[src/rtl/gray_counter.sv]
// gray_counter
//   Parametrised binary/Gray up/down counter with a registered Gray-to-binary
//   decode port. Every output comes straight from a flop. The Gray code is
//   computed from the next binary value and registered on the same edge, so
//   bin and gray never skew. On each enabled step gray changes in exactly one
//   bit, which makes it safe to use as a pointer crossing clock domains.
//
//   Ports
//     clk       in   single clock, rising edge
//     rst       in   synchronous active-high reset
//     en        in   count enable, one step per cycle
//     up        in   direction: 1 up, 0 down
//     load      in   synchronous load of load_bin (beats en)
//     load_bin  in   [WIDTH] binary value to load
//     gray_in   in   [WIDTH] Gray code to decode
//     bin       out  [WIDTH] registered binary count
//     gray      out  [WIDTH] registered Gray code of bin
//     wrap      out  one-cycle pulse on terminal-count rollover
//     bin_dec   out  [WIDTH] registered binary decode of gray_in
//
//   Priority on each edge: rst > load > en > hold.
//   WIDTH must be in the range 2..16.

module gray_counter #(
   parameter int WIDTH = 4
) (
   input  logic             clk,
   input  logic             rst,
   input  logic             en,
   input  logic             up,
   input  logic             load,
   input  logic [WIDTH-1:0] load_bin,
   input  logic [WIDTH-1:0] gray_in,
   output logic [WIDTH-1:0] bin,
   output logic [WIDTH-1:0] gray,
   output logic             wrap,
   output logic [WIDTH-1:0] bin_dec
);

   localparam logic [WIDTH-1:0] ONE = {{(WIDTH-1){1'b0}}, 1'b1};

   logic [WIDTH-1:0] bin_q, bin_d;
   logic [WIDTH-1:0] gray_q, gray_d;
   logic             wrap_q, wrap_d;
   logic [WIDTH-1:0] bin_dec_q, bin_dec_d;

   always_comb begin
      bin_d  = bin_q;
      wrap_d = 1'b0;
      if (load) begin
         bin_d = load_bin;
      end else if (en) begin
         if (up) begin
            bin_d  = bin_q + ONE;
            wrap_d = &bin_q;
         end else begin
            bin_d  = bin_q - ONE;
            wrap_d = ~|bin_q;
         end
      end
   end

   // Encode from the next count, not from bin_q, so gray lands on the same
   // edge as bin.
   always_comb begin
      gray_d = bin_d ^ (bin_d >> 1);
   end

   // Prefix XOR from the MSB downwards.
   always_comb begin
      bin_dec_d            = '0;
      bin_dec_d[WIDTH-1]   = gray_in[WIDTH-1];
      for (int i = WIDTH - 2; i >= 0; i--) begin
         bin_dec_d[i] = bin_dec_d[i+1] ^ gray_in[i];
      end
   end

   always_ff @(posedge clk) begin
      if (rst) begin
         bin_q     <= '0;
         gray_q    <= '0;
         wrap_q    <= 1'b0;
         bin_dec_q <= '0;
      end else begin
         bin_q     <= bin_d;
         gray_q    <= gray_d;
         wrap_q    <= wrap_d;
         bin_dec_q <= bin_dec_d;
      end
   end

   assign bin     = bin_q;
   assign gray    = gray_q;
   assign wrap    = wrap_q;
   assign bin_dec = bin_dec_q;

endmodule
[config.mk]
export PLATFORM = sky130hd
export DESIGN_NAME = gray_counter
export DESIGN_NICKNAME = d
export VERILOG_FILES = /design/src/rtl/gray_counter.sv
export SDC_FILE = /design/constraint.sdc
export NUM_CORES = 1
export LEC_CHECK = 0
export ABC_AREA = 1
export CORE_AREA = 2 2 41 43
export DETAILED_ROUTE_END_ITERATION = 12
export DIE_AREA = 0 0 43 45
export PLACE_DENSITY = 0.77
export SLEW_MARGIN = 20
export SYNTH_ARGS = -nofsm -noshare
export SYNTH_HDL_FRONTEND = slang
export SYNTH_SLANG_ARGS = --single-unit
export TNS_END_PERCENT = 50
[constraint.sdc]
create_clock -name clk -period 2.8 [get_ports clk]
set_clock_uncertainty 0.15 [all_clocks]
set_input_delay 0.56 -clock clk [delete_from_list [all_inputs] [get_ports clk]]
set_output_delay 0.56 -clock clk [all_outputs]
set_load 0.1 [all_outputs]
==> metrics.cfg <==
[run_status]
outcome=complete, no violations

[clock_network]
cts-root-buf=clkbuf_4
cts_hold_buf=0
htreeDepth=1
clock_sinks=12
insertion_delay_ns=0.27
clk_path_buf_depth=2
post_cts_resized=0
cts_buffers=3
cts_tree=yes
clk_pin_slew_ns=0.07
postCtsSetupBuffers=0

[synth]
async_flop_share_pct=0
yosysSeqAreaShare_pct=40.3
synth_seq_cells=12
ys_types=24
synth_edf_count=0
avgSynthCellArea_um2=7.94
synth-warning-count=0
synth_area_um2=596
syn-instance-count=75
synth_top_flop_cell=dfxtp_1
synth_nets=91

[floorplanning]
die_w_um=43
io_pins=26
core_um2=1470
rows=14
initial_core_util_pct=40.5
die-area_um2=1940
die_height_um=45

[power_and_ir_drop]
vdd_drop_max_uv=418
clkPwrFrac_pct=23.7
power.density_nw_per_um2=678
switchingPower_mw=0.248
power_frac_seq_pct=34.3
power_frac_comb_pct=42.0
total_leakage_power_nw=0.404
design_power_total_mw=0.579
swShare_pct=42.9
p_int_mw=0.331

[grt]
met2_usage_pct=26.1
antenna_found_initial=0
grt_pass1_wl_mm=2.11
top_usage_layer=met2
gr-usage-met3_pct=4.80
overflow=0
grt_pass1_vias=545
track_usage_pct=14.5
grt_max_degree=10
grtUsageMet1_pct=15.3

[routing]
postRouteAntennaNets=0
drc=0
viasPerCell=4.86
wire_per_inst_um=10.6
dr.first_iter.drc_count=2
dr_total_vias=574
wl_mm=1.25
drt_first_pass_iters=3

[timing]
setup_violations=0
slew_viol_final=0
totalNegativeSetupSlack_ns=0
rsz0062_at_grt=false
finalHoldViolations=0
max_freq_mhz=463
worst_pin_slew_ns=0.356
layout_min_cycle_time_ns=2.16
relSlewSlack_pct=76.2
post-route-period-util_pct=77.1

[critical_path]
timing.rr.start=bin[0]$_SDFF_PP0_
path_delay_family=simple AND/OR/NAND/NOR gates
r2r_cells=6
cp.required_ns=2.83
cp_slowest_cell=clkdlybuf4s50_1
path_common_cell=nand2_1
r2r_setup_slack_ns=1.10
arrival_ns=2.19
max_stage_delay_ns=0.52
endpoint=gray[2]$_SDFF_PP0_
crit_path_start=up
cp.depth=12
cp_max_fo=4
end_kind=flip-flop
critPathLaunchType=primary input
worst-path-buf-inv=2
crit_type=primary input to flip-flop
reg2reg_to=gray[0]$_SDFF_PP0_
cp_cell_sequence=clkdlybuf4s50_1, inv_2, ha_1, or2_1, nand2_1, nand2_1, nand3_1, nand2_1, nand2_2, nand2_1, nand2_1, nor2_2

[placed_design]
dp_cells=114
finalWeightedCongestion=0.787
portBuffers=25
dp.final_hpwl_mm=1.04

[hold_path]
hp-class=flip-flop to flip-flop

[final_layout]
layout-drive-gt1-share_pct=28.4
antennaDiodeCount=0
area_growth_pct=43.5
fin_cells=118
nets=119

[flow_run]
drv_cap=0

-- state kept, by name (all words and copies together) (netlist names) --
name,flops
bin,4
gray,3
bin_dec,4
wrap,1
-- power groups by stage --
stage / logic (mW) / clock network (mW) / registers, mW
2_1_floorplan: 0.0697 / 0 / 0.320
6_report: 0.243 / 0.137 / 0.198
5_1_grt: 0.257 / 0.152 / 0.201
3_3_place_gp: 0.242 / 0 / 0.202
4_1_cts: 0.246 / 0.141 / 0.198
3_5_place_dp: 0.245 / 0 / 0.202
-- cell usage in the layout (no fill, tap or decap), drive strengths merged --
master and instances:
a21oi 3, xor2 2, clkdlybuf4s50 12, a211oi 1, buf 13, inv 7
o22a 1, xnor2 2, nand2 17, nor2 12, nor3 1, fa 1
dfxtp 12, nand3 4, ha 2, nand4 1, clkbuf 4, o21ai 5
or2 2
-- cells in the mapped netlist, types with 2 or more instances --
library cell,count,area (um^2)
nand2_1,16,60.1
dfxtp_1,12,240
nor2_1,9,33.8
inv_1,4,15.0
nand3_1,4,20.0
inv_2,3,11.3
nor2_2,3,18.8
o21ai_2,3,26.3
a21oi_1,2,10.0
buf_4,2,15.0
ha_1,2,25.0
xnor2_1,2,17.5
xor2_1,2,17.5
-- cell type report --
cell class | count | area [um^2]
Fill cell | 149 | 617
Multi-Input combinational cell | 54 | 314
Sequential cell | 12 | 240
Timing Repair Buffer | 25 | 218
Clock buffer | 4 | 36.3
Inverter | 7 | 26.3
Tap cell | 16 | 20.0
-- worst min path at each step --
| stage | start | end | slack [ns] | depth (start not counted) |
|---|---|---|---|---|
| after floorplan | gray_in[3] | bin_dec[3]$_SDFF_PP0_ | 0.52 | 2 |
| after global placement | bin[2]$_SDFF_PP0_ | wrap$_SDFF_PP0_ | 0.40 | 1 |
| after detailed placement | bin[2]$_SDFF_PP0_ | wrap$_SDFF_PP0_ | 0.39 | 1 |
| after CTS | bin[2]$_SDFF_PP0_ | wrap$_SDFF_PP0_ | 0.40 | 1 |
| after global routing | bin[2]$_SDFF_PP0_ | wrap$_SDFF_PP0_ | 0.43 | 1 |
| final | bin[2]$_SDFF_PP0_ | wrap$_SDFF_PP0_ | 0.41 | 1 |
-- worst register-to-register path: stages, from the launching register on --
cell and delay (ns):
dfxtp_1 0.47, fa_1 0.46, nand2_1 0.08, nand3_1 0.09, o21ai_2 0.10, nor2_2 0.07
o22a_1 0.19
-- metal layers --
layer / wire length [um] / share of wire (%) / vias to the layer above
met5: 0 / 0 / -
met4: 28 / 2.2 / 0
met3: 123 / 9.8 / 3
met2: 565 / 45 / 24
met1: 531 / 43 / 253
li1: - / - / 294
-- cells by family after synthesis --
logic type	count (synthesis)	synth area share (%)
flops	12	40.3
compound gates	10	12.0
buf+inv	9	6.93
xor+xnor	4	5.88
fa+ha+maj	3	7.56
simple gates	37	27.3
-- per-stage QoR --
stage | worst slack (ns) | util, % | instance area, um^2 | hold WS, ns
6_report | 0.641 | 58.1 | 855 | 0.406
5_1_grt | 0.563 | 58.1 | 855 | 0.426
4_1_cts | 0.634 | 58.1 | 855 | 0.400
3_5_place_dp | 0.343 | 55.6 | 818 | 0.390
3_3_place_gp | 0.391 | 55.6 | 818 | 0.396
2_1_floorplan | 0.492 | - | 596 | 0.517
Power figures use the tool's default switching activity.
